## src/rtl/fp16_pkg.sv

```systemverilog
// Shared binary16 constants and the sequencer state type used by the FP16
// producers in the floating-point unit.
package fp16_pkg;

  localparam int FP16_EXP_W = 5;
  localparam int FP16_MAN_W = 10;
  localparam int FP16_BIAS  = 15;

  localparam logic [15:0] FP16_POS_INF = 16'h7C00;
  localparam logic [15:0] FP16_ZERO    = 16'h0000;

  typedef enum logic [1:0] {
    IDLE = 2'd0,
    NORM = 2'd1,
    DONE = 2'd2
  } state_e;

endpackage

```

## src/rtl/fp16_pack_rne.sv

```systemverilog
// Packs a normalized 16-bit magnitude (bit 15 set) with sign and biased
// exponent into binary16, rounding to nearest-even.
module fp16_pack_rne
  import fp16_pkg::*;
(
  input  logic        sign_i,
  input  logic [4:0]  exp_i,
  input  logic [15:0] mag_i,
  output logic [15:0] fp_o,
  output logic        inexact_o,
  output logic        overflow_o
);

  function automatic logic rne_up(input logic g, input logic s, input logic lsb);
    return g & (s | lsb);
  endfunction

  logic [FP16_MAN_W-1:0]            man;
  logic                             guard;
  logic                             sticky;
  logic [FP16_EXP_W+FP16_MAN_W-1:0] exp_man;

  // Bit 15 is the hidden one; a mantissa carry ripples into the exponent.
  always_comb begin
    man        = mag_i[14:5];
    guard      = mag_i[4];
    sticky     = |mag_i[3:0];
    exp_man    = {exp_i, man} + 15'(rne_up(guard, sticky, mag_i[5]));
    overflow_o = (exp_man[14:10] == {FP16_EXP_W{1'b1}});
    inexact_o  = guard | sticky;
    fp_o       = overflow_o ? {sign_i, {FP16_EXP_W{1'b1}}, {FP16_MAN_W{1'b0}}}
                            : {sign_i, exp_man};
  end

endmodule

```

## src/rtl/fp_int2fp_seq.sv

```systemverilog
// Sequential integer-to-binary16 converter: normalizes one bit per cycle,
// then rounds to nearest-even. One conversion in flight at a time.
module fp_int2fp_seq
  import fp16_pkg::*;
#(
  parameter int INT_W  = 16,
  parameter int SIGNED = 1
) (
  input  logic             clk,
  input  logic             rst,
  input  logic             in_valid,
  output logic             in_ready,
  input  logic [INT_W-1:0] in_int,
  output logic             out_valid,
  input  logic             out_ready,
  output logic [15:0]      out_fp,
  output logic             out_inexact,
  output logic             out_overflow
);

  state_e      state_q, state_d;
  logic        sign_q, sign_d;
  logic [4:0]  exp_q, exp_d;
  logic [15:0] mag_q, mag_d;
  logic [15:0] fp_q, fp_d;
  logic        inexact_q, inexact_d;
  logic        ovf_q, ovf_d;

  logic             neg;
  logic [INT_W-1:0] abs_v;
  logic [15:0]      mag_in;
  logic [15:0]      pk_fp;
  logic             pk_inexact;
  logic             pk_ovf;

  // The most negative signed input negates to 2^(INT_W-1), which still fits
  // once treated as unsigned.
  assign neg    = (SIGNED != 0) && in_int[INT_W-1];
  assign abs_v  = neg ? ((~in_int) + INT_W'(1)) : in_int;
  assign mag_in = 16'(abs_v);

  fp16_pack_rne u_pack (
    .sign_i    (sign_q),
    .exp_i     (exp_q),
    .mag_i     (mag_q),
    .fp_o      (pk_fp),
    .inexact_o (pk_inexact),
    .overflow_o(pk_ovf)
  );

  always_comb begin
    state_d   = state_q;
    sign_d    = sign_q;
    exp_d     = exp_q;
    mag_d     = mag_q;
    fp_d      = fp_q;
    inexact_d = inexact_q;
    ovf_d     = ovf_q;
    case (state_q)
      IDLE: begin
        if (in_valid) begin
          sign_d = neg;
          mag_d  = mag_in;
          exp_d  = 5'(2 * FP16_BIAS);
          if (mag_in == 16'h0000) begin
            fp_d      = FP16_ZERO;
            inexact_d = 1'b0;
            ovf_d     = 1'b0;
            state_d   = DONE;
          end else begin
            state_d = NORM;
          end
        end
      end
      NORM: begin
        if (!mag_q[15]) begin
          mag_d = mag_q << 1;
          exp_d = exp_q - 5'd1;
        end else begin
          fp_d      = pk_fp;
          inexact_d = pk_inexact;
          ovf_d     = pk_ovf;
          state_d   = DONE;
        end
      end
      DONE: begin
        if (out_ready) state_d = IDLE;
      end
      default: state_d = IDLE;
    endcase
  end

  always_ff @(posedge clk) begin
    if (rst) begin
      state_q   <= IDLE;
      fp_q      <= FP16_ZERO;
      inexact_q <= 1'b0;
      ovf_q     <= 1'b0;
    end else begin
      state_q   <= state_d;
      fp_q      <= fp_d;
      inexact_q <= inexact_d;
      ovf_q     <= ovf_d;
    end
  end

  // Working operand registers are only meaningful once a request is accepted.
  always_ff @(posedge clk) begin
    sign_q <= sign_d;
    exp_q  <= exp_d;
    mag_q  <= mag_d;
  end

  assign in_ready     = (state_q == IDLE);
  assign out_valid    = (state_q == DONE);
  assign out_fp       = fp_q;
  assign out_inexact  = inexact_q;
  assign out_overflow = ovf_q;

endmodule

```

## config.mk

```make
export PLATFORM = sky130hd
export DESIGN_NAME = fp_int2fp_seq
export DESIGN_NICKNAME = d
export VERILOG_FILES = /design/src/rtl/fp16_pkg.sv /design/src/rtl/fp16_pack_rne.sv /design/src/rtl/fp_int2fp_seq.sv
export SDC_FILE = /design/constraint.sdc
export NUM_CORES = 1
export LEC_CHECK = 0
export ABC_AREA = 1
export CAP_MARGIN = 25
export CORE_AREA = 2 2 86 80
export DETAILED_ROUTE_END_ITERATION = 16
export DIE_AREA = 0 0 88 82
export GPL_TIMING_DRIVEN = 1
export PLACE_DENSITY = 0.67
export REMOVE_ABC_BUFFERS = 1
export SYNTH_ARGS = -nofsm -noshare
export SYNTH_HDL_FRONTEND = slang
export SYNTH_SLANG_ARGS = --single-unit
```

## constraint.sdc

```tcl
create_clock -name clk -period 4.25 [get_ports clk]
set_input_delay 0.425 -clock clk [delete_from_list [all_inputs] [get_ports clk]]
set_output_delay 0.425 -clock clk [all_outputs]
set_load 0.005 [all_outputs]
```

; Word-level counts from Yosys, hierarchy flattened
; Index checks and enable logic that the tools add are counted.
[word_totals]
romBits = 0
ramBits = 0
wordCells = 55
register_bits = 42
out_inout_bits = 20
in_bits = 20
latch_bits = 0
n_memories = 0
[classes]
muxes = 23
magnitude_cmp = 0
mul = 0
n_addsub = 3
n_bitwise = 4
n_eq_ne = 8
div = 0
n_reduce_logical = 9
shifts = 0
[op_table]
columns = operator, count
row1 = 16-bit two-way mux, 6
row2 = 16-bit case mux with 2 select lines, 2
row3 = "16-bit by 1-bit adder with 16-bit output, second input constant", 1
row4 = 16-bit logical NOT, 1
row5 = 16-bit NOT, 1
row6 = 15-bit by 1-bit adder with 15-bit output, 1
row7 = 15-bit two-way mux, 1
row8 = 5-bit two-way mux, 2
row9 = 5-bit case mux with 2 select lines, 1
row10 = 2-bit two-way mux, 4
row11 = "2-bit != test, second input constant", 3
row12 = 2-bit case mux with 3 select lines, 1
row13 = 3-bit AND reduction, 2
row14 = "5-bit == test, second input constant", 1
row15 = "5-bit by 1-bit subtractor with 5-bit output, second input constant", 1
row16 = 1-bit two-way mux, 4
row17 = "2-bit by 1-bit != test with 1-bit output, second input constant", 2
row18 = 1-bit case mux with 2 select lines, 2
row19 = 2-bit AND reduction, 2
row20 = 4-bit AND reduction, 1
row21 = 4-bit OR reduction, 1
row22 = "2-bit by 1-bit == test with 1-bit output, second input constant", 1
row23 = "2-bit == test, second input constant", 1
row24 = 2-bit logical NOT, 1
row25 = 3 further kinds, 4

; Depth between registers and ports, before layout
; Gate-level depths: netlist of run 1.
[logic_depth]
depth_word = 8
depth_mapped = 17
depth_no_buf = 16

; Modules after synthesis
; From an unflattened synthesis of run 1, not the netlist that was laid out.
[unflattened]
cells_unflattened = 453
area_unflattened_um2 = 2980.4
[by_module_without_submodules]
columns = mod, n_inst, cells_per_inst, area_each_um2, seq_area_each_um2
row1 = fp_int2fp_seq, 1, 360, 2447.3, 1061.0
row2 = fp16_pack_rne, 1, 93, 533.0, 0.0

; Least setup slack after synthesis of run 1
; Ideal clock, no wire load.
[synth_path]
path_type = reg-to-reg
from = register state_q[0]
to = register exp_q[0] (enable)
slack_ns = 2.207
setup_ns = 0.377
synth_period_minus_slack_ns = 2.043
required_time_ns = 3.873
arrival_time_ns = 1.666
stages_incl_launch_ff = 7
path_buffers = 0
cell_sequence = dfxtp_1 inv_2 nor2_2 inv_2 nor2_2 clkinv_1 nand2_1
[synth_between]
elab_chain_len = 3
word_cells_on_any_way = 6
cone_classes = eq/ne (3) / reduce/logical (3)
[synth_rtl]
columns = item, line
row1 = "start, declared", fp_int2fp_seq.sv:21  ; state_e state_q, state_d;
row2 = "start signal, assigned", fp_int2fp_seq.sv:100  ; state_q <= state_d;
row3 = 2-bit by 1-bit == test with 1-bit output / 2-bit logical NOT (equally long branches), fp_int2fp_seq.sv:59  ; case (state_q)
row4 = 2-bit != test (no line) / 2-bit nonzero test (equally long branches), --
row5 = 3-bit AND reduction (no line) *, --
row6 = "end signal, assigned", fp_int2fp_seq.sv:110  ; exp_q <= exp_d;
row7 = "end, declared", fp_int2fp_seq.sv:23  ; logic [4:0] exp_q, exp_d;
; Mark *: on every way between the ends. The rest lies on a longest branch, timed or not.
; A chain may end at the register's enable or synchronous reset.

; Worst setup path after layout of run 1
[layout_path]
from = register state_q[0]
to = register exp_q[4] (enable)
; Same word-level chain as after synthesis.

==> results of run 1 <==
## layout by cell type, fill, tap and decap left out, types with 2 or more instances in the layout
master,count
nand2_1,111
nor2_1,60
inv_1,47
clkdlybuf4s50_1,39
nand3_1,36
edfxtp_1,22
a21oi_1,21
dfxtp_1,20
o21ai_0,15
nand4_1,9
nor2_2,7
xor2_1,6
nor3_1,6
clkbuf_8,5
inv_2,4
ha_1,4
nand2_4,3
o22ai_1,3
nand3b_1,3
clkinv_1,2
nand3_2,2
a21o_1,2
nor3_2,2
buf_4,2
## logic make-up after synthesis
group | share of synthesized area, %
simple gates | 38.6
buf+inv | 9.60
compound gates | 9.33
flops | 38.4
xor+xnor | 2.22
fa+ha+maj | 1.81
## path summary, 6_finish.rpt
kind                            slack [ns]          to  startpoint  cells after the start
worst max-delay path                  1.49    exp_q[4]  state_q[0]                      7
worst min-delay path                  0.48  out_fp[13]  out_fp[13]                      2
worst max register to register        1.49    exp_q[4]  state_q[0]                      7
worst min register to register        0.48  out_fp[13]  out_fp[13]                      2
## registers in the layout (all words and copies together) (netlist names)
name and flops:
mag_q 16, out_inexact 1, out_overflow 1, out_fp 16, state_q 2, sign_q 1
exp_q 5
## power groups by stage
stage	registers [mW]	clock network, mW	logic [mW]
2_1_floorplan	0.521	0	0.184
3_5_place_dp	0.528	0	0.298
3_3_place_gp	0.526	0	0.294
4_1_cts	0.518	0.301	0.299
5_1_grt	0.525	0.311	0.340
6_report	0.518	0.291	0.296
## area by class of cell
cell class	count	area share, %
flip-flops and latches	42	32.0
clock inverters	1	0.226
clock buffers	7	2.94
repair buffers	41	12.2
inverters	53	5.99
well taps	90	3.39
multi-input cells	300	43.3
## worst max-delay path: stages (launching register included)
cell and delay [ns]:
dfxtp_1 0.39, inv_2 0.07, nor2_2 0.07, buf_4 0.27
inv_2 0.20, nor2_2 0.35, clkinv_1 0.30, nand2_1 0.72
## layer usage
| metal | up-vias | track usage, % | share of wire [%] |
|---|---|---|---|
| met5 | - | 0 | 0 |
| met4 | 0 | 4.92 | 0.72 |
| met3 | 5 | 3.02 | 2.4 |
| met2 | 28 | 32.5 | 48 |
| met1 | 1204 | 22.3 | 49 |
| li1 | 1391 | - | - |
==> results.toml, run 1 <==
[placed_design]
portBuffers = 39
dp_worst_setup_slack_ns = 1.32
postPlaceCellArea_um2 = 3210
final_estimated_routing_congestion_in_global_placement = 0.809
hpwlAfterDp_um = 4700
placed_cells_incl_taps = 526

[floorplanning]
num_rows = 28
core_region_area_um2 = 6340
initial_standard_cell_utilization_of_the_core_pct = 43.6
boundaryPins = 40
die-width_um = 88
die_height_um = 82
dieArea_um2 = 7220

[grt]
grt_first_pass_wirelength_um = 10400
globalRoute.totalOverflow = 0
track_usage_pct = 18.1
grt_pass1_vias = 2409
pin_count_of_the_biggest_net_entering_global_routing = 26
grt_antenna_before_repair = 0

[worst_setup_path]
critical_path.endpoint_type = "register"
critical_path_data_arrival_time_ns = 2.68
cp-start-kind = "register"
crit_type = "register to register"
crit_fanout = 23
cp.required_ns = 4.17

[logic_synthesis]
synth_top_cells_by_area = "edfxtp_1 24%, nand2_1 15%, dfxtp_1 14%, nor2_1 8.2%, nand3_1 6.5%"
synthTopCellsByCount = "111 x nand2_1, 60 x nor2_1, 47 x inv_1"
synthDominantCellAreaShare_pct = 23.9
synth_cells = 406
yosysSeqAreaShare_pct = 38.4
netlist-cell-type-count = 36
dominantRegCellSynth = "edfxtp_1"
yosys.cell_count.top_type = "nand2_1"
synth_edf_count = 22
ys_ff_latch = 42
synth-async-reset-ratio_pct = 0
synth-warning-count = 0
syn_area_per_cell_um2 = 6.80
mappedNetlistArea_um2 = 2760
synthDominantAreaCellType = "edfxtp_1"

[run_status]
run_status = "completed"

[power_and_ir_drop]
share_clk_of_total_power_pct = 26.3
internal_power_mw = 0.755
share_seq_of_total_power_pct = 46.9
p_leak_nw = 1.50
comb_power_share_pct = 26.8
net-switching-power_mw = 0.349
finalPower_mw = 1.10
vdd.ir_drop.worst_mv = 0.133
power.share.switching_pct = 31.6
power_density_nw_per_um2 = 333

[timing]
maxSlewHeadroom_pct = 42.5
fin_hold_ws_ns = 0.482
post-route-min-period_ns = 2.76
setup-tns-final_ns = 0
rsz0062_at_grt = "no"
hold_viol_final = 0
clock.fmax_mhz = 362
maximum_clock_skew_at_final_layout_ns = 0.0101
report.final.setup_viol = 0
setup_ws_ns = 1.49
finalMaxSlewViolations = 0
layout_worst_path_cycle_share_pct = 64.9
tightestPinTransition_ns = 0.860

[route]
detailroute.via_count = 2628
drt_first_pass_iters = 4
avgViaCountPerCell = 4.92
drtAntennaViolNets = 0
route.detailed.drc = 0
detail_route.iter0.violations = 118
wl_per_cell_um = 11.4
final_routed_wirelength_um = 6080

[clock_tree]
cts-root-to-sink-buffers = 2
cts_tree = "built"
cts_sinks = 42
cts.repair.resized = 0
cts_buffers = 5
post_cts_hold_buffer_count = 0
clk_transition_reported_paths_ns = 0.08
cts-root-buf = "clkbuf_8"
clk-insertion-delay-late_ns = 0.29
htree_levels = 2
number_of_buffers_inserted_to_repair_setup_after_cts = 0

[cells_and_area]
register_area_um2 = 1060
layout-drive-gt1-share_pct = 6.31
finish.net_count = 467
multiInputGateArea_um2 = 1440
layout-area-overhead-vs-synth_pct = 20.2
finalCoreUtilization_pct = 52.3
finalNonFillerCells = 534
fillCellCount = 647
design_area_um2 = 3320
n_antenna_cell = 0

[hold_path]
class_of_the_tightest_hold_or_removal_check = "register to register"

[run]
drv_cap = 0
No activity file was read; power rests on OpenSTA's default activity.
==> run 2, diff against run 1 <==
==> constraint.sdc (replaced) <==
create_clock -name clk -period 2.7 [get_ports clk]
set_input_delay 0.27 -clock clk [delete_from_list [all_inputs] [get_ports clk]]
set_output_delay 0.27 -clock clk [all_outputs]
set_load 0.005 [all_outputs]
==> run 2 against run 1 <==
Net effect: sequential share of layout area is 0.39 points lower; worst setup slack worse by 1.0 ns; clock skew hardly changed; hold slack improved by 0.0020 ns; die area unchanged; global-route usage up 0.19 points; core utilization increased by 0.65 points; non-clock buffer count is 4 higher.
==> results.toml, run 2 (synthesized netlist as in run 1, its figures left out) <==
[clock_tree]
cts_sinks = 42
clk_transition_reported_paths_ns = 0.09
cts_buffers = 5
post_cts_hold_buffer_count = 0
number_of_buffers_inserted_to_repair_setup_after_cts = 0
cts-root-buf = "clkbuf_8"
clk-insertion-delay-late_ns = 0.30
htree_levels = 2
cts_tree = "built"
cts-root-to-sink-buffers = 2
cts.repair.resized = 0

[worst_setup_path]
crit_type = "input pin to register"
critical_path.endpoint_type = "register"
worst_r2r_path_depth = 12
cp.required_ns = 2.94
r2r_setup_slack_ns = 0.52
crit_fanout = 25
crit-reg2reg-capture = "out_fp[1]"
critical_path_data_arrival_time_ns = 2.49
cp-start-kind = "input pin"
worst_reg2reg_path_startpoint = "mag_q[4]"

[timing]
rsz0062_at_grt = "no"
clock.fmax_mhz = 444
post-route-min-period_ns = 2.25
setup-tns-final_ns = 0
finalMaxSlewViolations = 0
layout_worst_path_cycle_share_pct = 83.4
maximum_clock_skew_at_final_layout_ns = 0.0100
hold_viol_final = 0
maxSlewHeadroom_pct = 64.6
report.final.setup_viol = 0
setup_ws_ns = 0.449
tightestPinTransition_ns = 0.528

[cells_and_area]
layout-area-overhead-vs-synth_pct = 21.6
layout_commonest_cell = "nand2_1"
design_area_um2 = 3360
finalNonFillerCells = 538
fillCellCount = 656
n_antenna_cell = 0
layout-drive-gt1-share_pct = 7.14
finish.net_count = 471
finalCoreUtilization_pct = 53.0
mostFrequentLayoutCells = "111 x nand2_1, 60 x nor2_1, 47 x inv_1"

[placed_design]
dp_worst_setup_slack_ns = 0.148
postPlaceCellArea_um2 = 3260
portBuffers = 39
hpwlAfterDp_um = 4720
placed_cells_incl_taps = 530
final_estimated_routing_congestion_in_global_placement = 0.798

[floorplanning]
initial_standard_cell_utilization_of_the_core_pct = 43.6
die-width_um = 88
die_height_um = 82
core_region_area_um2 = 6340
boundaryPins = 40
dieArea_um2 = 7220
num_rows = 28

[hold_path]
min_from = "out_fp[6]"
whs_path_depth = 2
class_of_the_tightest_hold_or_removal_check = "register to register"
hold_end = "out_fp[6]"

[grt]
pin_count_of_the_biggest_net_entering_global_routing = 26
globalRoute.totalOverflow = 0
track_usage_pct = 18.3
grt_first_pass_wirelength_um = 10400
grt_antenna_before_repair = 0
grt_pass1_vias = 2360

[route]
wl_per_cell_um = 11.7
drt_first_pass_iters = 4
final_routed_wirelength_um = 6280
detailroute.via_count = 2641
route.detailed.drc = 0
drtAntennaViolNets = 0
detail_route.iter0.violations = 90
avgViaCountPerCell = 4.91

[power_and_ir_drop]
power_density_nw_per_um2 = 524
vdd.ir_drop.worst_mv = 0.295
p_leak_nw = 1.53

[run_status]
run_status = "completed"

[run]
drv_cap = 0
==> run 2: critical path: stages <==
cell and delay (ns):
clkdlybuf4s50_1 0.48, inv_1 0.08, ha_1 0.26, nor2_1 0.11, nand2_1 0.05, nand2_1 0.10
nand4_1 0.10, nor2_1 0.11, nand3_1 0.08, nor2_1 0.13, nand2_2 0.09, nand2_4 0.23
nand2_4 0.16, nand2_1 0.09, nand2_1 0.04, nor2_1 0.10
==> run 2: final cells by class <==
cell class	instances	area (um^2)	share of cell area, %
Clock inverter	1	6.26	0.186
Inverter	53	199	5.92
Sequential cell	42	1060	31.6
Tap cell	90	113	3.35
Clock buffer	7	97.6	2.90
Multi-Input combinational cell	300	1440	42.7
Timing Repair Buffer	45	448	13.3
==> run 2: stage by stage <==
step	hold WS, ns	total power, mW
finish	0.484	1.76
CTS	0.489	1.77
global route	0.516	1.87
floorplan	0.339	1.11
detailed placement	0.468	1.31
global placement	0.467	1.30
==> run 2: how the worst max path moves through the flow <==
| stage | depth (start not counted) | slack (ns) | from | end |
|---|---|---|---|---|
| finish | 16 | 0.45 | in_int[0] | out_fp[11] |
| global route | 16 | 0.21 | in_int[1] | out_fp[0] |
| CTS | 16 | 0.45 | in_int[0] | out_fp[11] |
| detailed placement | 16 | 0.15 | in_int[0] | out_fp[11] |
| global placement | 15 | 0.18 | in_int[0] | out_fp[0] |
| floorplan | 6 | 0.13 | state_q[0] | exp_q[0] |
==> run 2: power by group <==
part | total [mW] | switching, mW | internal, mW
Sequential | 0.813 | 0.0499 | 0.763
Combinational | 0.482 | 0.286 | 0.195
Clock | 0.465 | 0.225 | 0.240
==> run 2: routing by layer <==
| layer | vias to the layer above | track usage, % | share of wire, % |
|---|---|---|---|
| met3 | 7 | 3.02 | 2.7 |
| met2 | 43 | 32.4 | 48 |
| met1 | 1196 | 23.1 | 48 |
| li1 | 1395 | - | - |
| met5 | - | 0 | 0 |
| met4 | 0 | 4.46 | 0.80 |
==> run 3, diff against run 2 <==
--- a/config.mk
+++ b/config.mk
@@ -11,7 +11,7 @@
 export DETAILED_ROUTE_END_ITERATION = 16
 export DIE_AREA = 0 0 88 82
 export GPL_TIMING_DRIVEN = 1
-export PLACE_DENSITY = 0.67
+export PLACE_DENSITY = 0.69
 export REMOVE_ABC_BUFFERS = 1
 export SYNTH_ARGS = -nofsm -noshare
 export SYNTH_HDL_FRONTEND = slang
==> constraint.sdc (replaced) <==
create_clock -name clk -period 1.9 [get_ports clk]
set_input_delay 0.19 -clock clk [delete_from_list [all_inputs] [get_ports clk]]
set_output_delay 0.19 -clock clk [all_outputs]
set_load 0.005 [all_outputs]
==> run 3 against run 2 <==
Net effect: the flow now finishes with violations (negative setup slack); wire length rose by 15%; flip-flop and latch count stayed put; sequential power grew 43%; die area is the same; sequential share of layout area decreased by 5.8 points; total power is 59% higher; clock power up 54%; global-route usage rose by 2.4 points; register-to-register slack got worse by 0.67 ns; critical path type is now register to register.
==> results.toml, run 3 (synthesized netlist as in run 1, its figures left out) <==
[run_status]
run_status = "finished, violations left"
failed_checks = "negative setup slack"

[power_and_ir_drop]
vdd.ir_drop.worst_mv = 0.371
power_density_nw_per_um2 = 679
p_leak_nw = 1.95

[worst_setup_path]
critical_path.endpoint_type = "register"
worstPathCellList = "nand2_2, inv_2, ha_4, nand2_4, nor3_4, nand3_2, xor2_2, nor2_4, nand3_4, nand3_2, nand3_2, nand2_2, nor2_2"
setup.worst_path.start = "mag_q[5]"
worst_reg2reg_path_startpoint = "mag_q[5]"
crit_fanout = 5
crit_type = "register to register"
slowest_delay_ns = 0.38
cp-start-kind = "register"
critPathTopFamily = "simple AND/OR/NAND/NOR gates"
cp.required_ns = 2.09
crit_path_frequent_cell = "nand3_2"
critical_path_data_arrival_time_ns = 2.24
worst_path_max_delay_cell = "edfxtp_1"
cp.buffers_inverters = 1

[timing]
setup_ws_ns = -0.149
fin_hold_ws_ns = 0.332
setup-tns-final_ns = -1.21
tightestPinTransition_ns = 0.437
report.final.setup_viol = 11
maxSlewHeadroom_pct = 70.6
hold_viol_final = 0
clock.fmax_mhz = 488
layout_worst_path_cycle_share_pct = 108
rsz0062_at_grt = "yes"
post-route-min-period_ns = 2.05
maximum_clock_skew_at_final_layout_ns = 0.0161
finalMaxSlewViolations = 0

[route]
drt_first_pass_iters = 4
avgViaCountPerCell = 4.88
final_routed_wirelength_um = 7220
wl_per_cell_um = 12.0
drtAntennaViolNets = 0
detailroute.via_count = 2938
route.detailed.drc = 0
detail_route.iter0.violations = 148

[grt]
track_usage_pct = 20.6
grt_first_pass_wirelength_um = 11900
grt_antenna_before_repair = 0
pin_count_of_the_biggest_net_entering_global_routing = 26
grt_pass1_vias = 2772
globalRoute.totalOverflow = 0

[placed_design]
hpwlAfterDp_um = 5100
portBuffers = 39
placed_cells_incl_taps = 587
final_estimated_routing_congestion_in_global_placement = 0.822

[clock_tree]
clk-insertion-delay-late_ns = 0.30
cts_buffers = 5
clk_transition_reported_paths_ns = 0.08
htree_levels = 2
cts_sinks = 42
cts-root-to-sink-buffers = 2
post_cts_hold_buffer_count = 0
cts-root-buf = "clkbuf_8"
cts_tree = "built"

[run]
drv_cap = 0

[cells_and_area]
layout-area-overhead-vs-synth_pct = 49.2
mostFrequentLayoutCells = "100 x nand2_1, 64 x buf_4, 50 x nor2_1"
finalNonFillerCells = 602
layout-drive-gt1-share_pct = 27.0
n_antenna_cell = 0
finish.net_count = 535
layout_commonest_cell = "nand2_1"

[hold_path]
min_from = "in_int[15]"
class_of_the_tightest_hold_or_removal_check = "input pin to register"

[floorplanning]
die-width_um = 88
boundaryPins = 40
initial_standard_cell_utilization_of_the_core_pct = 43.6
dieArea_um2 = 7220
num_rows = 28
core_region_area_um2 = 6340
die_height_um = 82
==> run 3: cell types whose count changed in the layout (fill, tap and decap cells not counted), moves of 9 or more <==
cell	change
nor2_1	-10
nand3_2	+9
nand3_1	-11
buf_4	+59
nand2_1	-11
nand2_2	+10
clkdlybuf4s50_1	-12
==> run 3: cell type report <==
class | count | area [um^2]
well taps | 90 | 113
inverters | 53 | 199
clock inverters | 2 | 37.5
multi-input cells | 302 | 1690
fillers | 549 | 2220
flip-flops and latches | 42 | 1060
repair buffers | 107 | 948
clock buffers | 6 | 72.6
==> run 3: metrics by stage <==
stage / util (%) / total power [mW] / instance area (um^2) / setup slack (ns)
global placement: 58.1 / 1.96 / 3680 / -0.413
finish: 65.0 / 2.80 / 4120 / -0.149
global route: 65.0 / 2.95 / 4120 / -0.267
CTS: 62.8 / 2.74 / 3980 / -0.114
detailed placement: 58.1 / 1.98 / 3680 / -0.459
floorplan: - / 1.58 / 2700 / -0.669
==> run 3: final timing paths <==
path	to	slack (ns)	depth (start not counted)
setup / recovery	out_fp[4]	-0.15	13
setup reg to reg	out_fp[4]	-0.15	13
hold / removal	sign_q	0.33	2
hold reg to reg	out_fp[5]	0.49	2
==> run 3: power by group <==
part | total [mW] | leakage (nW) | switching [mW] | internal, mW
Clock | 0.718 | 0.0514 | 0.326 | 0.393
Sequential | 1.16 | 0.370 | 0.0786 | 1.09
Combinational | 0.917 | 1.53 | 0.496 | 0.422
Total | 2.80 | 1.95 | 0.900 | 1.90
==> run 3: metal layers <==
| metal | wire length [um] | up-vias | track usage (%) |
|---|---|---|---|
| li1 | - | 1519 | - |
| met1 | 3120 | 1334 | 23.9 |
| met2 | 3670 | 73 | 38.8 |
| met3 | 288 | 12 | 3.52 |
| met4 | 142 | 0 | 6.00 |
| met5 | 0 | - | 0 |
==> run 3: what timing repair did <==
item | in CTS | in global routing
gates resized for setup | 33 | 36
gates cloned | 2 | 0
buffers inserted | 2 | 3
endpoints found under the setup margin | 19 | 40
pin swaps | 17 | 17
